### config.mk
export PLATFORM = sky130hd
export DESIGN_NAME = video_timing_gen_flat
export DESIGN_NICKNAME = d
export VERILOG_FILES = /design/src/rtl/video_timing_gen_if.sv /design/src/rtl/video_timing_gen.sv /design/src/flat_wrapper.sv
export SDC_FILE = /design/constraint.sdc
export NUM_CORES = 1
export LEC_CHECK = 0
export BUFFER_PORTS_ARGS = -buffer_cell sky130_fd_sc_hd__buf_4
export CAP_MARGIN = 20
export CORE_MARGIN = 2
export CORE_UTILIZATION = 51
export CTS_CLUSTER_DIAMETER = 30
export CTS_CLUSTER_SIZE = 16
export DETAILED_ROUTE_END_ITERATION = 10
export GPL_ROUTABILITY_DRIVEN = 0
export PLACE_DENSITY = 0.79
export RECOVER_POWER = 50
export SETUP_SLACK_MARGIN = 0.2
export SYNTH_ARGS = -nofsm -noshare
export SYNTH_HDL_FRONTEND = slang
export SYNTH_SLANG_ARGS = --single-unit
### constraint.sdc
create_clock -name CLK -period 2.5 [get_ports CLK]
set_input_delay 0.625 -clock CLK [delete_from_list [all_inputs] [get_ports CLK]]
set_output_delay 0.625 -clock CLK [all_outputs]
set_load 0.02 [all_outputs]
### src/rtl/video_timing_gen_if.sv
// Purpose: renderer/pin bundle for video_timing_gen (coordinates out, colour in, aligned sync/DE/colour out).
// Latency: none, wires only.
// Backpressure: none; the raster free-runs while ENABLE is high.
// Optional FRAME_COUNT member appears when VIDEO_TIMING_GEN_FRAME_COUNT_EN is defined.
interface video_timing_gen_if #(
    parameter int COLOR_WIDTH = 8,
    parameter int X_WIDTH     = 11,
    parameter int Y_WIDTH     = 10
);
    logic                   ENABLE;
    logic [COLOR_WIDTH-1:0] COLOR_IN;
    logic [X_WIDTH-1:0]     X_PIXEL;
    logic [Y_WIDTH-1:0]     Y_PIXEL;
    logic                   LINE_START;
    logic                   FRAME_START;
    logic [COLOR_WIDTH-1:0] COLOR_OUT;
    logic                   DE;
    logic                   HSYNC;
    logic                   VSYNC;
`ifdef VIDEO_TIMING_GEN_FRAME_COUNT_EN
    logic [15:0]            FRAME_COUNT;

    modport master (
        input  ENABLE, COLOR_IN,
        output X_PIXEL, Y_PIXEL, LINE_START, FRAME_START,
        output COLOR_OUT, DE, HSYNC, VSYNC, FRAME_COUNT
    );
    modport slave (
        output ENABLE, COLOR_IN,
        input  X_PIXEL, Y_PIXEL, LINE_START, FRAME_START,
        input  COLOR_OUT, DE, HSYNC, VSYNC, FRAME_COUNT
    );
`else
    modport master (
        input  ENABLE, COLOR_IN,
        output X_PIXEL, Y_PIXEL, LINE_START, FRAME_START,
        output COLOR_OUT, DE, HSYNC, VSYNC
    );
    modport slave (
        output ENABLE, COLOR_IN,
        input  X_PIXEL, Y_PIXEL, LINE_START, FRAME_START,
        input  COLOR_OUT, DE, HSYNC, VSYNC
    );
`endif
endinterface

### src/rtl/video_timing_gen.sv
// Purpose: parametrised raster timing generator; issues X/Y to a renderer and emits aligned colour, DE, HSYNC, VSYNC.
// Latency: DE/HSYNC/VSYNC/COLOR_OUT follow the issued X/Y by PIXEL_LATENCY+1 cycles; LINE_START/FRAME_START are combinational.
// Backpressure: none; ENABLE low holds the raster at (0,0) and blanks the outputs once the delay line drains.
// Optional per-frame counter (FRAME_COUNT) is built when VIDEO_TIMING_GEN_FRAME_COUNT_EN is defined.
module video_timing_gen #(
    parameter int H_VISIBLE     = 800,
    parameter int H_FRONT       = 40,
    parameter int H_SYNC        = 128,
    parameter int H_BACK        = 88,
    parameter int V_VISIBLE     = 600,
    parameter int V_FRONT       = 1,
    parameter int V_SYNC        = 4,
    parameter int V_BACK        = 23,
    parameter int HSYNC_POL     = 1,
    parameter int VSYNC_POL     = 1,
    parameter int COLOR_WIDTH   = 8,
    parameter int PIXEL_LATENCY = 0,
    parameter int X_WIDTH       = 11,
    parameter int Y_WIDTH       = 10
) (
    input  logic               CLK,
    input  logic               RESET_N,
    video_timing_gen_if.master bus
);
    localparam int H_TOTAL = H_VISIBLE + H_FRONT + H_SYNC + H_BACK;
    localparam int V_TOTAL = V_VISIBLE + V_FRONT + V_SYNC + V_BACK;

    localparam logic [X_WIDTH-1:0] X_LAST   = X_WIDTH'(H_TOTAL - 1);
    localparam logic [X_WIDTH-1:0] X_VIS    = X_WIDTH'(H_VISIBLE);
    localparam logic [X_WIDTH-1:0] X_HS_ON  = X_WIDTH'(H_VISIBLE + H_FRONT);
    localparam logic [X_WIDTH-1:0] X_HS_OFF = X_WIDTH'(H_VISIBLE + H_FRONT + H_SYNC);
    localparam logic [Y_WIDTH-1:0] Y_LAST   = Y_WIDTH'(V_TOTAL - 1);
    localparam logic [Y_WIDTH-1:0] Y_VIS    = Y_WIDTH'(V_VISIBLE);
    localparam logic [Y_WIDTH-1:0] Y_VS_ON  = Y_WIDTH'(V_VISIBLE + V_FRONT);
    localparam logic [Y_WIDTH-1:0] Y_VS_OFF = Y_WIDTH'(V_VISIBLE + V_FRONT + V_SYNC);

    localparam logic HS_ACT = 1'(HSYNC_POL);
    localparam logic VS_ACT = 1'(VSYNC_POL);

    typedef struct packed {
        logic active;
        logic hs;
        logic vs;
    } flags_t;

    logic [X_WIDTH-1:0]     x;
    logic [Y_WIDTH-1:0]     y;
    logic                   line_end;
    logic                   frame_end;
    flags_t                 raw;
    flags_t                 delayed;
    logic [COLOR_WIDTH-1:0] color_q;
    logic                   de_q;
    logic                   hsync_q;
    logic                   vsync_q;

    assign line_end  = bus.ENABLE && (x == X_LAST);
    assign frame_end = line_end && (y == Y_LAST);

    // Raw per-pixel flags; gated by ENABLE so a disabled raster feeds blank into the delay line
    always_comb begin
        raw        = '0;
        raw.active = bus.ENABLE && (x < X_VIS) && (y < Y_VIS);
        raw.hs     = bus.ENABLE && (x >= X_HS_ON) && (x < X_HS_OFF);
        raw.vs     = bus.ENABLE && (y >= Y_VS_ON) && (y < Y_VS_OFF);
    end

    // Raster counters: X every pixel, Y on X wrap, both held at zero while disabled
    always_ff @(posedge CLK or negedge RESET_N) begin
        if (!RESET_N) begin
            x <= '0;
            y <= '0;
        end else if (!bus.ENABLE) begin
            x <= '0;
            y <= '0;
        end else if (line_end) begin
            x <= '0;
            y <= frame_end ? '0 : y + Y_WIDTH'(1);
        end else begin
            x <= x + X_WIDTH'(1);
        end
    end

    generate
        if (PIXEL_LATENCY == 0) begin : g_no_delay
            assign delayed = raw;
        end else begin : g_delay
            flags_t pipe [PIXEL_LATENCY];

            // Carry the flags alongside the renderer's colour pipeline
            always_ff @(posedge CLK or negedge RESET_N) begin
                if (!RESET_N) begin
                    for (int i = 0; i < PIXEL_LATENCY; i++) pipe[i] <= '0;
                end else begin
                    pipe[0] <= raw;
                    for (int i = 1; i < PIXEL_LATENCY; i++) pipe[i] <= pipe[i-1];
                end
            end

            assign delayed = pipe[PIXEL_LATENCY-1];
        end
    endgenerate

    // Output register: colour gated by the aligned active flag, syncs mapped to their polarity
    always_ff @(posedge CLK or negedge RESET_N) begin
        if (!RESET_N) begin
            color_q <= '0;
            de_q    <= 1'b0;
            hsync_q <= ~HS_ACT;
            vsync_q <= ~VS_ACT;
        end else begin
            color_q <= delayed.active ? bus.COLOR_IN : '0;
            de_q    <= delayed.active;
            hsync_q <= delayed.hs ? HS_ACT : ~HS_ACT;
            vsync_q <= delayed.vs ? VS_ACT : ~VS_ACT;
        end
    end

    assign bus.X_PIXEL     = x;
    assign bus.Y_PIXEL     = y;
    assign bus.LINE_START  = line_end;
    assign bus.FRAME_START = frame_end;
    assign bus.COLOR_OUT   = color_q;
    assign bus.DE          = de_q;
    assign bus.HSYNC       = hsync_q;
    assign bus.VSYNC       = vsync_q;

`ifdef VIDEO_TIMING_GEN_FRAME_COUNT_EN
    logic [15:0] frame_cnt;

    // Frame counter; FRAME_START is gated by ENABLE so the count holds while disabled
    always_ff @(posedge CLK or negedge RESET_N) begin
        if (!RESET_N) begin
            frame_cnt <= '0;
        end else if (frame_end) begin
            frame_cnt <= frame_cnt + 16'd1;
        end
    end

    assign bus.FRAME_COUNT = frame_cnt;
`endif
endmodule

### src/flat_wrapper.sv
// flat-port wrapper written by rule: the top's interface ports become plain ports
module video_timing_gen_flat 
#(
    parameter int H_VISIBLE     = 800,
    parameter int H_FRONT       = 40,
    parameter int H_SYNC        = 128,
    parameter int H_BACK        = 88,
    parameter int V_VISIBLE     = 600,
    parameter int V_FRONT       = 1,
    parameter int V_SYNC        = 4,
    parameter int V_BACK        = 23,
    parameter int HSYNC_POL     = 1,
    parameter int VSYNC_POL     = 1,
    parameter int COLOR_WIDTH   = 8,
    parameter int PIXEL_LATENCY = 0,
    parameter int X_WIDTH       = 11,
    parameter int Y_WIDTH       = 10
)
  (CLK, RESET_N, bus_ENABLE, bus_COLOR_IN, bus_X_PIXEL, bus_Y_PIXEL, bus_LINE_START, bus_FRAME_START, bus_COLOR_OUT, bus_DE, bus_HSYNC, bus_VSYNC);
  video_timing_gen_if #(.COLOR_WIDTH(COLOR_WIDTH), .X_WIDTH(X_WIDTH), .Y_WIDTH(Y_WIDTH)) bus_i ();
  input  logic CLK;
  input  logic RESET_N;
  input wire logic [$bits(bus_i.ENABLE)-1:0] bus_ENABLE;
  input wire logic [$bits(bus_i.COLOR_IN)-1:0] bus_COLOR_IN;
  output wire logic [$bits(bus_i.X_PIXEL)-1:0] bus_X_PIXEL;
  output wire logic [$bits(bus_i.Y_PIXEL)-1:0] bus_Y_PIXEL;
  output wire logic [$bits(bus_i.LINE_START)-1:0] bus_LINE_START;
  output wire logic [$bits(bus_i.FRAME_START)-1:0] bus_FRAME_START;
  output wire logic [$bits(bus_i.COLOR_OUT)-1:0] bus_COLOR_OUT;
  output wire logic [$bits(bus_i.DE)-1:0] bus_DE;
  output wire logic [$bits(bus_i.HSYNC)-1:0] bus_HSYNC;
  output wire logic [$bits(bus_i.VSYNC)-1:0] bus_VSYNC;
  assign bus_i.ENABLE = bus_ENABLE;
  assign bus_i.COLOR_IN = bus_COLOR_IN;
  assign bus_X_PIXEL = bus_i.X_PIXEL;
  assign bus_Y_PIXEL = bus_i.Y_PIXEL;
  assign bus_LINE_START = bus_i.LINE_START;
  assign bus_FRAME_START = bus_i.FRAME_START;
  assign bus_COLOR_OUT = bus_i.COLOR_OUT;
  assign bus_DE = bus_i.DE;
  assign bus_HSYNC = bus_i.HSYNC;
  assign bus_VSYNC = bus_i.VSYNC;
  video_timing_gen #(.H_VISIBLE(H_VISIBLE), .H_FRONT(H_FRONT), .H_SYNC(H_SYNC), .H_BACK(H_BACK), .V_VISIBLE(V_VISIBLE), .V_FRONT(V_FRONT), .V_SYNC(V_SYNC), .V_BACK(V_BACK), .HSYNC_POL(HSYNC_POL), .VSYNC_POL(VSYNC_POL), .COLOR_WIDTH(COLOR_WIDTH), .PIXEL_LATENCY(PIXEL_LATENCY), .X_WIDTH(X_WIDTH), .Y_WIDTH(Y_WIDTH)) u_core (.CLK(CLK), .RESET_N(RESET_N), .bus(bus_i));
endmodule
* Word level (Yosys, flattened, before mapping)
Cells that the tools add are included. Widths: inputs -> output; s select.
Word-level totals: memories kept 0, memory bits (writable) 0, bits in latches 0, register bits after elaboration 32, bits in read-only memories 0, word-level logic and storage cells 33, bits of input ports 11, output and inout bits 34
Operators by class: add/subtract/negate cells 2, equal/unequal tests 3, divide/modulo/power cells 0, $lt $le $gt $ge 6, shift operators 0, $mul 0, bitwise logic cells 0, reductions and logical operators 8, mux-type cells 8
Operator list (number):
- $mux 10 | 3
- $lt 11x10->1 const B | 2
- $mux 11 | 2
- $lt 10x10->1 const B | 2
- $add 11x1->11 const B | 1
- $eq 11x11->1 const B | 1
- $ge 11x10->1 const B | 1
- $add 10x1->10 const B | 1
- $eq 10x10->1 const B | 1
- $ge 10x10->1 const B | 1
- $logic_and 1x1->1 | 8
- $mux 8 | 1
- $mux 1 | 2
- $ne 2x1->1 const B | 1

* Logic depth before layout (Yosys ltp)
word-level depth 6, depth in mapped cells 6, depth with buffers taken out 5

* Worst setup path after synthesis
No wires, ideal clock.
path kind register -> output, from reg u_core.x[0], in the netlist u_core.bus.X_PIXEL[0], to out bus_FRAME_START, path buffers 1, slack -285 ps, data arrival time 2160 ps, stages on the path, launching flop included 6, data required time 1875 ps, cells stage by stage dfrtp_1 ha_1 nand4_1 or4_4 buf_6 nor3_1
On the way: word-level cells in the longest chain between the ends 3
Ends and longest elaborated chain:
- start, declared | RTL line video_timing_gen.sv:46 | logic [X_WIDTH-1:0] x;
- start signal, assigned | RTL line video_timing_gen.sv:80 | x <= x + X_WIDTH'(1);
- $eq 11x11->1 | RTL line video_timing_gen.sv:57 | assign line_end = bus.ENABLE && (x == X_LAST);
- $logic_and 1x1->1 | RTL line video_timing_gen.sv:57
- $logic_and 1x1->1 | RTL line video_timing_gen.sv:58 | assign frame_end = line_end && (y == Y_LAST);
- end, declared | RTL line flat_wrapper.sv:28 | output wire logic [$bits(bus_i.FRAME_START)-1:0] bus_FRAME_START;
No other way between the ends.

* Worst setup path after layout
from reg u_core.x[9], in the netlist u_core.bus.X_PIXEL[9], to out bus_FRAME_START
Same word-level chain as after synthesis.

==> qor.txt <==
CLOCK TREE
--------------------------------------------------------------------------------------------------
Clock transition time at the flip-flop clock pins of the worst setup and hold paths         110 ps
Clock Sink Count                                                                                32
Insertion delay of the later-clocked pin in the worst-skew pair                             350 ps
H-tree levels                                                                                    2
Number of buffers created by CTS                                                                 5
Number of buffers between clock root and the deepest sink                                        2
Hold-fix buffers, CTS                                                                            0
Buffer cell driving the clock tree root                                                   clkbuf_4
TritonCTS clock tree                                                                           yes

CELLS AND AREA
--------------------------------------------------------------------------------------------------
FF+latch area                                                                          809.5 sq um
Layout area overhead                                                                        31.67%
Combined area of the multi-input logic cells                                           737.0 sq um
Final cell count without fillers                                                               247
Fraction of layout cells with a size suffix above 1                                         31.31%
Number of nets in the layout                                                                   229
Count of filler cells inserted in the layout                                                   240
Antenna Cells                                                                                    0
Post-route design area                                                                  2081 sq um
Final cell utilization of the core                                                          69.29%

FLOORPLAN
--------------------------------------------------------------------------------------------------
Core Box Area                                                                           3003 sq um
Die Outline Area                                                                        3560 sq um
Top Ports                                                                                       45
Chip Height                                                                               59.67 um
FP Rows                                                                                         20
Initial core utilization                                                                    52.63%
Width of the chip                                                                         59.67 um

DRT
--------------------------------------------------------------------------------------------------
1st-pass router iterations                                                                       4
Drt first-iter violations                                                                       89
Vias                                                                                          1398
Count of unresolved DRC violations after routing                                                 0
Number of antenna-violating nets in the routed design                                            0
Overall routed net length                                                                  3594 um
Routed wire length per instance                                                           14.55 um
Vias per inst                                                                                5.660

SETUP PATH
--------------------------------------------------------------------------------------------------
Critical Path Max Stage Delay                                                               560 ps
Ordered cell list for the critical path                                               or3b_4 -> or4_4 -> nor3_4 -> buf_6
Critical path class                                                                   flip-flop to primary output
Number of buffer and inverter stages on the critical path                                        1
Endpoint type of the worst setup path                                                 primary output
Nature of the critical path startpoint                                                   flip-flop
Arrival time at the worst endpoint                                                         2000 ps
Required time at the endpoint of the critical path                                         1880 ps
Slowest-stage cell, CP                                                                       or4_4
Max FO, Critical Path                                                                            3
Largest delay contributor family on the critical path                                 simple AND/OR/NAND/NOR gates

SYNTHESIS
--------------------------------------------------------------------------------------------------
Largest family of logic cells by synthesized area                                     simple AND/OR/NAND/NOR gates
Post-Syn Instances                                                                             155
Flip-flop and latch count after synthesis                                                       32
Synth cell types                                                                                39
Synthesized area divided by synthesized cell count                                     10.20 sq um
Number of synthesized flops with an enable pin                                                   0
FFs w/ async S/R, synth                                                                     100.0%
Synthesized netlist net count                                                                  171
Adder-cell share of the synthesized area                                                    3.959%
Simple logic cell fraction of the synthesized area                                          22.88%
Total standard cell area after synthesis                                                1580 sq um
Synthesized-area fraction occupied by ao, oa, aoi and oai cells                             12.67%
Portion of the post-synthesis area used by sequential elements                              50.67%
Flip-flop cell with the highest count after synthesis                                      dfrtp_1
Total of warnings raised by yosys                                                                0
XOR/XNOR share of the synthesized area                                                      5.542%
Multiplexer share of the synthesized area                                                  0.7126%

PLACE
--------------------------------------------------------------------------------------------------
DP Area                                                                                 1988 sq um
DP Cell Count                                                                                  233
DP Wirelength                                                                              2587 um
Quantity of I/O buffers inserted on ports                                                       44

GRT
--------------------------------------------------------------------------------------------------
Wire length of the first global-routing pass                                               6127 um
Total track usage                                                                           23.18%
Remaining global-route overflow                                                                  0
Antenna violations before repair                                                                 0
Pin count of the biggest net entering global routing                                            33
Vias in the first global route                                                                1376

STA
--------------------------------------------------------------------------------------------------
Least-Margin Pin Slew                                                                      1620 ps
Clock Skew                                                                                15.94 ps
Hold WS                                                                                   485.9 ps
Normalized max-slew margin                                                                 -7.979%
Setup total negative slack                                                               -166.9 ps
Final worst slack                                                                        -127.1 ps
Setup Viol. Count Final                                                                          2
Maximum clock frequency                                                                 0.3806 GHz
Final hold viol count                                                                            0
Tcrit/Tclk final                                                                            105.1%
Fin. max-slew vios                                                                              33
Tmin final                                                                                 2627 ps
Unrepaired setup endpoints after global routing                                               true

POWER AND IR DROP
--------------------------------------------------------------------------------------------------
Standby leakage power                                                                    0.9268 nW
Power per cell area                                                                   523.5 nW/um^2
Max IR drop VDD                                                                           339.2 uV

JOB
--------------------------------------------------------------------------------------------------
Max cap viols                                                                                    1

RUN STATUS
--------------------------------------------------------------------------------------------------
Run status                                                                            finished, violations left
Failing checks                                                                        capacitance limit, slew limit, setup timing

HOLD PATH
--------------------------------------------------------------------------------------------------
Classification of the worst-slack hold path                                           flip-flop to flip-flop

-- placed cells by master, fill, tap and decap left out, types with 3 or more instances in the layout --
master / instances
buf_4: 38
dfrtp_1: 25
clkbuf_1: 14
nor2_1: 13
nand2_1: 12
inv_1: 9
o21ai_0: 9
and2_1: 9
dfrtp_2: 7
nand3_1: 6
xnor2_1: 6
nor3_1: 6
ha_1: 5
clkbuf_4: 5
nor4_1: 4
a21oi_1: 4
xor2_1: 4
nand4_1: 3
-- cells in the mapped netlist, types with 2 or more instances --
cell type / instances / area [sq um]
ha_1: 5 / 62.56
a22o_1: 2 / 17.52
o21ai_0: 9 / 45.04
dfrtp_1: 32 / 800.8
and2_1: 9 / 56.30
xor2_1: 4 / 35.03
nand3_1: 6 / 30.03
nor4_1: 4 / 25.02
a21oi_1: 4 / 20.02
xnor2_1: 6 / 52.55
nand4_1: 3 / 18.77
or3_1: 2 / 12.51
inv_1: 10 / 37.54
clkbuf_1: 2 / 7.510
a31oi_1: 2 / 12.51
nor2_1: 13 / 48.80
nor3_1: 7 / 35.03
o311ai_0: 2 / 17.52
o21a_1: 2 / 15.01
nand2_1: 12 / 45.04
-- kinds of logic (layout without fill, tap and decap cells) --
logic type / Yosys count / in the layout
xor+xnor: 10 / 10
compound gates: 28 / 28
buf+inv: 13 / 72
flops: 32 / 32
mux: 1 / 1
fa+ha+maj: 5 / 5
simple gates: 66 / 66
-- registers in the layout, summed over array words and instances, names as in the netlist --
| name | cells |
|---|---|
| u_core.bus.HSYNC | 1 |
| u_core.bus.Y_PIXEL | 10 |
| u_core.bus.VSYNC | 1 |
| u_core.bus.X_PIXEL | 11 |
| u_core.bus.COLOR_OUT | 8 |
| u_core.bus.DE | 1 |
-- cell type report --
type                    instances  area share, %
flip-flops and latches         32          38.91
multi-input cells             110          35.42
repair buffers                 54          17.32
clock buffers                   7          3.127
well taps                      33          1.984
inverters                      10          1.804
clock inverters                 1          1.443
-- power breakdown --
group / total, mW / internal (mW) / switching (mW)
Sequential: 0.548 / 0.533 / 0.0149
Combinational: 0.0925 / 0.0365 / 0.0560
Clock: 0.449 / 0.265 / 0.184
Total: 1.09 / 0.835 / 0.254
-- stage by stage --
stage               power (mW)  worst slack (ps)
finish                   1.089            -127.1
global route             1.142            -180.6
CTS                      1.111            -140.1
detailed placement      0.6620             190.6
global placement        0.6585             207.7
floorplan               0.6024             110.7
-- worst paths after layout --
check	from	endpoint	slack (ps)	cells past startpoint
max	u_core.bus.X_PIXEL[9]	bus_FRAME_START	-130	4
min	u_core.bus.X_PIXEL[0]	u_core.bus.X_PIXEL[0]	490	1
max reg2reg	u_core.bus.X_PIXEL[9]	u_core.bus.Y_PIXEL[7]	300	5
min reg2reg	u_core.bus.X_PIXEL[0]	u_core.bus.X_PIXEL[0]	490	1
max in group asynchronous	RESET_N	u_core.bus.X_PIXEL[0]	760	1
min in group asynchronous	RESET_N	u_core.bus.X_PIXEL[7]	660	1
-- routing by layer --
| metal | wire length, um | GRT usage, % | share of wire, % |
|---|---|---|---|
| met5 | 0 | 0 | 0 |
| met4 | 40 | 9.524 | 1.1 |
| met3 | 266 | 5.195 | 7.4 |
| met2 | 1807 | 39.91 | 50 |
| met1 | 1478 | 27.81 | 41 |
-- timing repair --
action | 4_1_cts | 5_1_grt
gates resized for setup | 3 | 0
endpoints found under the setup margin | 2 | 2
pin swaps | 1 | 0
buffers inserted | 6 | 0
(Power assumes the default switching activity.)
